`src/rtl/ifetch_pkg.sv`:
```
// Shared defaults, the NOP encoding and the prefetch-queue entry layout
// for the instruction fetch queue.
package ifetch_pkg;

  localparam int INS_W_DEF     = 8;
  localparam int ADDR_W_DEF    = 8;
  localparam int MEM_DEPTH_DEF = 16;
  localparam int Q_DEPTH_DEF   = 4;
  localparam int RESET_PC_DEF  = 0;

  localparam logic [INS_W_DEF-1:0] NOP = '0;

  // Entry layout at the default widths; the top re-declares it with its own widths.
  typedef struct packed {
    logic [INS_W_DEF-1:0]  code;
    logic [ADDR_W_DEF-1:0] pc;
  } ifetch_entry_t;

endpackage

```
`src/rtl/ifetch_fifo.sv`:
```
// Synchronous prefetch FIFO with a flush that empties it in one edge.
// DEPTH must be a power of two so the pointers wrap naturally.
module ifetch_fifo #(
  parameter int W     = 16,
  parameter int DEPTH = 4
) (
  input  logic                     clk,
  input  logic                     reset,
  input  logic                     flush,
  input  logic                     push,
  input  logic [W-1:0]             push_data,
  input  logic                     pop,
  output logic [W-1:0]             head,
  output logic [$clog2(DEPTH):0]   count
);

  localparam int PW = $clog2(DEPTH);
  localparam logic [PW:0] FULL_COUNT = (PW+1)'(DEPTH);

  logic [W-1:0]  store [DEPTH];
  logic [PW-1:0] rd_ptr;
  logic [PW-1:0] wr_ptr;
  logic          do_push;
  logic          do_pop;

  assign do_push = push && !flush && (count != FULL_COUNT);
  assign do_pop  = pop && !flush && (count != '0);
  assign head    = store[rd_ptr];

  always_ff @(posedge clk) begin
    if (do_push) store[wr_ptr] <= push_data;
  end

  always_ff @(posedge clk) begin
    if (reset || flush) begin
      rd_ptr <= '0;
      wr_ptr <= '0;
      count  <= '0;
    end else begin
      if (do_push) wr_ptr <= wr_ptr + 1'b1;
      if (do_pop)  rd_ptr <= rd_ptr + 1'b1;
      case ({do_push, do_pop})
        2'b10:   count <= count + 1'b1;
        2'b01:   count <= count - 1'b1;
        default: count <= count;
      endcase
    end
  end

endmodule

```
`src/rtl/ifetch_queue.sv`:
```
// Instruction fetch front end: program memory with a synchronous read,
// fetch PC with redirect, and a prefetch queue presented as a valid/ready head.
module ifetch_queue
  import ifetch_pkg::*;
#(
  parameter int INS_W     = INS_W_DEF,
  parameter int ADDR_W    = ADDR_W_DEF,
  parameter int MEM_DEPTH = MEM_DEPTH_DEF,
  parameter int Q_DEPTH   = Q_DEPTH_DEF,
  parameter int RESET_PC  = RESET_PC_DEF
) (
  input  logic              clk,
  input  logic              reset,
  input  logic              redirect_valid,
  input  logic [ADDR_W-1:0] redirect_pc,
  output logic              ins_valid,
  input  logic              ins_ready,
  output logic [INS_W-1:0]  ins_code,
  output logic [ADDR_W-1:0] ins_pc,
  output logic              addr_err,
  input  logic              wr_en,
  input  logic [ADDR_W-1:0] wr_addr,
  input  logic [INS_W-1:0]  wr_data
);

  localparam int CW     = $clog2(Q_DEPTH) + 1;
  localparam int MEM_AW = (MEM_DEPTH > 1) ? $clog2(MEM_DEPTH) : 1;
  localparam logic [ADDR_W:0]   MEM_LIMIT = (ADDR_W+1)'(MEM_DEPTH);
  localparam logic [ADDR_W-1:0] LAST_PC   = ADDR_W'(MEM_DEPTH - 1);
  localparam logic [ADDR_W-1:0] START_PC  = ADDR_W'(RESET_PC);
  localparam logic [CW-1:0]     Q_LIMIT   = CW'(Q_DEPTH);

  typedef struct packed {
    logic [INS_W-1:0]  code;
    logic [ADDR_W-1:0] pc;
  } entry_t;

  // Handshake: the head transfers on a cycle where ins_valid && ins_ready;
  // while ins_valid is high and ins_ready low the head is held unchanged.

  logic [INS_W-1:0]  mem [MEM_DEPTH];
  logic [ADDR_W-1:0] fetch_pc;
  logic [ADDR_W-1:0] next_pc;
  logic [ADDR_W-1:0] rd_pc;
  logic [INS_W-1:0]  rd_code;
  logic              rd_valid;
  logic [CW-1:0]     q_count;
  logic              issue;
  logic              push;
  logic              pop;
  logic              redirect_bad;
  logic              wr_ok;
  entry_t            push_entry;
  entry_t            head_entry;

  // Occupancy counts the read already in flight so the queue can never overflow.
  assign issue        = !redirect_valid && ((q_count + CW'(rd_valid)) < Q_LIMIT);
  assign push         = rd_valid && !redirect_valid;
  assign pop          = ins_valid && ins_ready;
  assign redirect_bad = ({1'b0, redirect_pc} >= MEM_LIMIT);
  assign wr_ok        = wr_en && !reset && ({1'b0, wr_addr} < MEM_LIMIT);
  assign next_pc      = (fetch_pc == LAST_PC) ? '0 : fetch_pc + 1'b1;

  assign push_entry.code = rd_code;
  assign push_entry.pc   = rd_pc;

  // Write and read share an edge, so a same-address read returns the old word.
  always_ff @(posedge clk) begin
    if (wr_ok) mem[wr_addr[MEM_AW-1:0]] <= wr_data;
    if (issue) rd_code <= mem[fetch_pc[MEM_AW-1:0]];
  end

  always_ff @(posedge clk) begin
    if (reset) begin
      fetch_pc <= START_PC;
      rd_pc    <= '0;
      rd_valid <= 1'b0;
      addr_err <= 1'b0;
    end else begin
      addr_err <= redirect_valid && redirect_bad;
      if (redirect_valid) begin
        fetch_pc <= redirect_bad ? '0 : redirect_pc;
        rd_valid <= 1'b0;
      end else begin
        rd_valid <= issue;
        if (issue) begin
          rd_pc    <= fetch_pc;
          fetch_pc <= next_pc;
        end
      end
    end
  end

  ifetch_fifo #(
    .W     ($bits(entry_t)),
    .DEPTH (Q_DEPTH)
  ) u_fifo (
    .clk       (clk),
    .reset     (reset),
    .flush     (redirect_valid),
    .push      (push),
    .push_data (push_entry),
    .pop       (pop),
    .head      (head_entry),
    .count     (q_count)
  );

  assign ins_valid = (q_count != '0);
  assign ins_code  = ins_valid ? head_entry.code : INS_W'(NOP);
  assign ins_pc    = ins_valid ? head_entry.pc : '0;

endmodule

```
`config.mk`:
```
export PLATFORM = sky130hd
export DESIGN_NAME = ifetch_queue
export DESIGN_NICKNAME = d
export VERILOG_FILES = /design/src/rtl/ifetch_pkg.sv /design/src/rtl/ifetch_fifo.sv /design/src/rtl/ifetch_queue.sv
export SDC_FILE = /design/constraint.sdc
export NUM_CORES = 1
export LEC_CHECK = 0
export ABC_AREA = 1
export CAP_MARGIN = 20
export CORE_ASPECT_RATIO = 1.1
export CORE_MARGIN = 3
export CORE_UTILIZATION = 60
export CTS_CLUSTER_DIAMETER = 60
export DETAILED_ROUTE_END_ITERATION = 12
export GPL_ROUTABILITY_DRIVEN = 1
export MAX_ROUTING_LAYER = met4
export PLACE_DENSITY = 0.8
export SLEW_MARGIN = 20
export SYNTH_ARGS = -nofsm -noshare
export SYNTH_HDL_FRONTEND = slang
export SYNTH_HIERARCHICAL = 1
export SYNTH_SLANG_ARGS = --single-unit
export TNS_END_PERCENT = 20
```
`constraint.sdc`:
```
create_clock -name clk -period 5.8 [get_ports clk]
set_clock_uncertainty 0.2 [all_clocks]
set_input_delay 0.87 -clock clk [delete_from_list [all_inputs] [get_ports clk]]
set_output_delay 0.87 -clock clk [all_outputs]
set_load 0.01 [all_outputs]
```
; Word level (Yosys, flattened, before mapping)
; Memory sizes are Yosys's and may differ from the RTL's. A register that Yosys moved wholly into a read port is not among the register bits.
; Cells that the tools add are included.
; W data, S select, Z words.
[totals]
reg_bits = 25
mem_bits_rw = 192
inputBits = 29
output_inout_bits = 18
wordCells = 54
n_memories = 2
[classes]
add_sub_neg = 6
order_cmp = 3
eq_ne = 4
n_mux = 13
n_bitwise = 1
n_reduce_logical = 18
[mem_list]
columns = name, words, word_bits, rd, rd_clocked_by_memory_dff, wr, line
row1 = mem, 16, 8, 1, 1, 1, ifetch_queue.sv:41  ; logic [INS_W-1:0] mem [MEM_DEPTH];
row2 = u_fifo.store, 4, 16, 1, 1, 1, ifetch_fifo.sv:20  ; logic [W-1:0] store [DEPTH];
[ops]
columns = op, n
row1 = $mux W8, 6
row2 = $logic_and A1 B1 Y1, 10
row3 = $add A8 B1 Y8 const B, 1
row4 = $eq A8 B4 Y1 const B, 1
row5 = $ge A8 B5 Y1 const B, 1
row6 = $lt A8 B5 Y1 const B, 1
row7 = $pmux W3 S2, 1
row8 = $add A2 B1 Y2 const B, 2
row9 = $mux W1, 4
row10 = $mux W2, 2
row11 = $reduce_bool A2 Y1, 2
row12 = $add A3 B1 Y3, 1
row13 = $add A3 B1 Y3 const B, 1
row14 = $lt A3 B3 Y1 const B, 1
row15 = $ne A3 B3 Y1 const B, 1
row16 = $reduce_bool A3 Y1, 1
row17 = $sub A3 B1 Y3 const B, 1
row18 = $eq A2 B1 Y1 const B, 1
row19 = $eq A2 B2 Y1 const B, 1
row20 = $logic_not A1 Y1, 2
row21 = $reduce_and A2 Y1, 1
row22 = $reduce_or A2 Y1, 1
row23 = $logic_or A1 B1 Y1, 1
row24 = $not A1 Y1, 1

; Logic depth before layout (Yosys ltp)
[logic_depth]
ltp_word = 6
ltp_mapped = 15
ltp_nobuf = 15

; Modules after synthesis
; The synthesis kept the hierarchy.
[modules_own_cells]
columns = mod, n_inst, cells_each, area_each_um2, seq_area_each_um2
row1 = ifetch_queue, 1, 602, 6583.8, 4444.3
row2 = ifetch_fifo, 1, 227, 2851.5, 2102.0

; Least setup slack after synthesis
; Ideal clock, no wire load.
[synth_timing]
path_type = input -> register
startpoint = input redirect_valid
endpoint = memory u_fifo.store[0][0], enable pin
setup_time_ps = 389
arrival_time_ps = 2155
t_required_ps = 5211
slack_ps = 3057
stages = 6
n_path_buf = 1
cell_sequence = buf_2 nor2_1 inv_1 nor2_1 nand2_2 nor2_1
[synth_via]
elab_chain_len = 6
[synth_rtl]
columns = element, line
row1 = start: declaration, ifetch_queue.sv:14  ; input logic redirect_valid,
row2 = $logic_not A1 Y1, ifetch_queue.sv:58  ; assign push = rd_valid && !redirect_valid;
row3 = $logic_and A1 B1 Y1, ifetch_queue.sv:58
row4 = net push, ifetch_queue.sv:49  ; logic push;
row5 = $logic_and A1 B1 Y1 (2 in series), ifetch_fifo.sv:26  ; assign do_push = push && !flush && (count != FULL_COUNT);
row6 = $mux W1, ifetch_fifo.sv:31  ; if (do_push) store[wr_ptr] <= push_data;
row7 = $mux W1 (implied by the code), ifetch_fifo.sv:31
row8 = end: declaration, ifetch_fifo.sv:20
; The timed path passes the listed nets, and every way through them passes these cells.

==> metrics.txt <==
Initial Util=0.6195; vias in the first global route=5965; syn_nets=a little under 900; biggest fanout along the worst timing path=33; Final Slew Violations=0; Area growth, synth to finish=12.98%; vias per inst=a little under 6; cell total after placement=1037; Setup Viol. Count Final=0; Skew-Pair Late Insertion Delay=approximately 0.51 ns; worst path required time=4.73 ns; Sink Count=around 230; Power Density=317.7 nW/um^2; Worst Path Arrival=2.56 ns; first-pass GRT wire length=between 30 and 40 mm; drt wl/cell=around 19 um; setup TNS=0 ns; footprint of the multi-input gates=2391 sq um; 1st-pass router iterations=5; First DRT Iteration DRCs=596; Slowest Stage Delay on Critical Path=0.55 ns; Lkg Pwr=about 0.0037 uW; Worst-Margin Slew=0.9596 ns; Critical Path Source Type=register; cell depth of the worst hold path=2; ratio of cells with drive above 1 in the final layout=0.08409; delay-heaviest family, CP=buffers and inverters; final hold vios=0; routability cong.=0.9030; maximum VDD drop=0.2639 mV; Nets=about 900; most frequent cells in the layout=200 x nor2_1, 200 x edfxtp_1, 68 x o21ai_0; cts hold-fix bufs=0; count of non-filler cells in the finished layout=1076; Yosys cell types=30; WP buf/inv=4; Hold Path Origin=u_fifo/wr_ptr[0]$_SDFFE_PP0P_; number of port buffers=46; slowest CP cell=clkdlybuf4s50_1; Clock Root Buffer=clkbuf_16; clk slew on worst S/H paths=about 0.070 ns; Core Region=15230 sq um; crit share post-route=0.6251; critical-path cell list=buf_4 -> inv_2 -> o21ai_0 -> o22ai_1 -> inv_1 -> nor2_1 -> clkdlybuf4s50_1; Endpoint, Worst Hold=u_fifo/wr_ptr[0]$_SDFFE_PP0P_; CP Capture Type=primary output; chip height=137.5 um; fillcell total=1047; fmax=approximately 280 MHz; Slew Limit Headroom=0.3593; synthesized area=roughly 9400 sq um; Max Cap Viol=0; Boundary Pins=47; FF+latch area=about 6500 sq um; ant diodes=0; RSZ-0062 raised after global routing=false; initial antenna violation count=0; GRT Util Overall=0.2402; via count=6208; Critical R2R Launch=fetch_pc[0]$_SDFFE_PP0P_; synth warn=6; Max clock buf depth=3; WS Path Type=reg -> out; GR Overflow Total=0; routed wire length=20.21 mm; htree depth=1; Routed Antenna Nets=0; die area=17270 sq um; Yosys reg bits=227; pin count of the biggest net entering global routing=77; FP Rows=47; CTS Buf Count=22; min Tclk post-route=between 3 and 4 ns; R2R setup slack=3.01 ns; RR Endpoint=rd_code[3]$_DFFE_PP_; post-synthesis sequential area ratio=0.6938; HP Class=reg -> reg; PostCTS Resize Cnt=0; detailed-route DRC error count=0; setup bufs post-CTS=0; Synth Instances=829; CTS tree=done; Die Wd=between 100 and 150 um; utilization after layout=0.6999; Final HPWL DP=~13 mm; cell count of the worst reg-to-reg path=8; run status=completed; syn avg cell area=between 10 and 15 sq um
==> cell families after synthesis <==
logic type | count (synthesis) | share of synthesized area
simple gates | 328 | 0.1487
flops | 227 | 0.6938
compound gates | 160 | 0.09163
buf+inv | 105 | 0.05397
fa+ha+maj | 7 | 0.01008
xor+xnor | 2 | 0.001857
==> cell type report <==
class	instances	share of cell area
Timing Repair Buffer	51	0.04671
Inverter	66	0.02324
Multi-Input combinational cell	497	0.2243
Sequential cell	227	0.6142
Clock buffer	26	0.05505
Tap cell	196	0.02300
Clock inverter	13	0.01350
==> state kept, by name, indices dropped and copies added, names as in the netlist, named ones only <==
name and flops:
u_fifo/store 64, mem 128, fetch_pc 8, u_fifo/count 3, rd_code 8, rd_pc 8, addr_err 1, u_fifo/wr_ptr 2
rd_valid 1, u_fifo/rd_ptr 2
==> Yosys cell counts (all sizes together) <==
library cell	number	area share
o22ai	16	0.011
clkbuf	5	0.0021
a21oi	16	0.0089
nor3	3	0.0033
buf	34	0.026
nor2	213	0.088
o21ai	112	0.059
dfxtp	27	0.057
xor2	2	0.0019
nand2	54	0.022
nand3	55	0.033
edfxtp	200	0.64
inv	66	0.026
o211ai	16	0.013
ha	6	0.0080
nand4	3	0.0020
fa	1	0.0021
==> worst max-delay path by stage <==
| stage | start | cells past startpoint | to | slack [ns] |
|---|---|---|---|---|
| after floorplan | redirect_valid | 6 | u_fifo/store[0][0]$_DFFE_PP_ | 3.06 |
| after global placement | redirect_valid | 6 | u_fifo/store[0][10]$_DFFE_PP_ | 2.16 |
| after detailed placement | reset | 6 | mem[7][2]$_DFFE_PP_ | 2.25 |
| after CTS | u_fifo/count[1]$_SDFFE_PP0P_ | 3 | ins_code[2] | 2.14 |
| after global routing | register | 7 | ins_code[7] | 2.04 |
| final | register | 7 | ins_code[7] | 2.17 |
==> layer usage <==
| layer | GRT usage | wire length [um] | vias up |
|---|---|---|---|
| li1 | - | - | 2952 |
| met1 | 0.2806 | 7754 | 2993 |
| met2 | 0.4376 | 10670 | 222 |
| met3 | 0.03063 | 1285 | 41 |
| met4 | 0.07470 | 495 | 0 |
| met5 | - | 0 | - |
==> stage by stage <==
stage	area (sq um)	total power [uW]	hold slack (ns)	setup WS [ns]
after floorplan	9435	1926	0.2486	3.057
after global routing	10660	3482	0.3355	2.036
final	10660	3386	0.3082	2.174
after global placement	9918	1982	0.2792	2.156
after CTS	10650	3408	0.3105	2.143
after detailed placement	9923	1989	0.2945	2.245
==> worst min-delay path, cell delays in order, from the launching register on <==
cell and delay, ns:
dfxtp_1 0.34, nand2_1 0.07, a21oi_1 0.05
==> power breakdown <==
part	total, uW	switching, uW	leakage, uW	internal (uW)
Sequential	1810	14.3	0.00202	1790
Combinational	148	97.2	0.00135	50.3
Clock	1430	574	0.000359	856
Total	3390	686	0.00373	2700
Power figures use the tool's default switching activity.
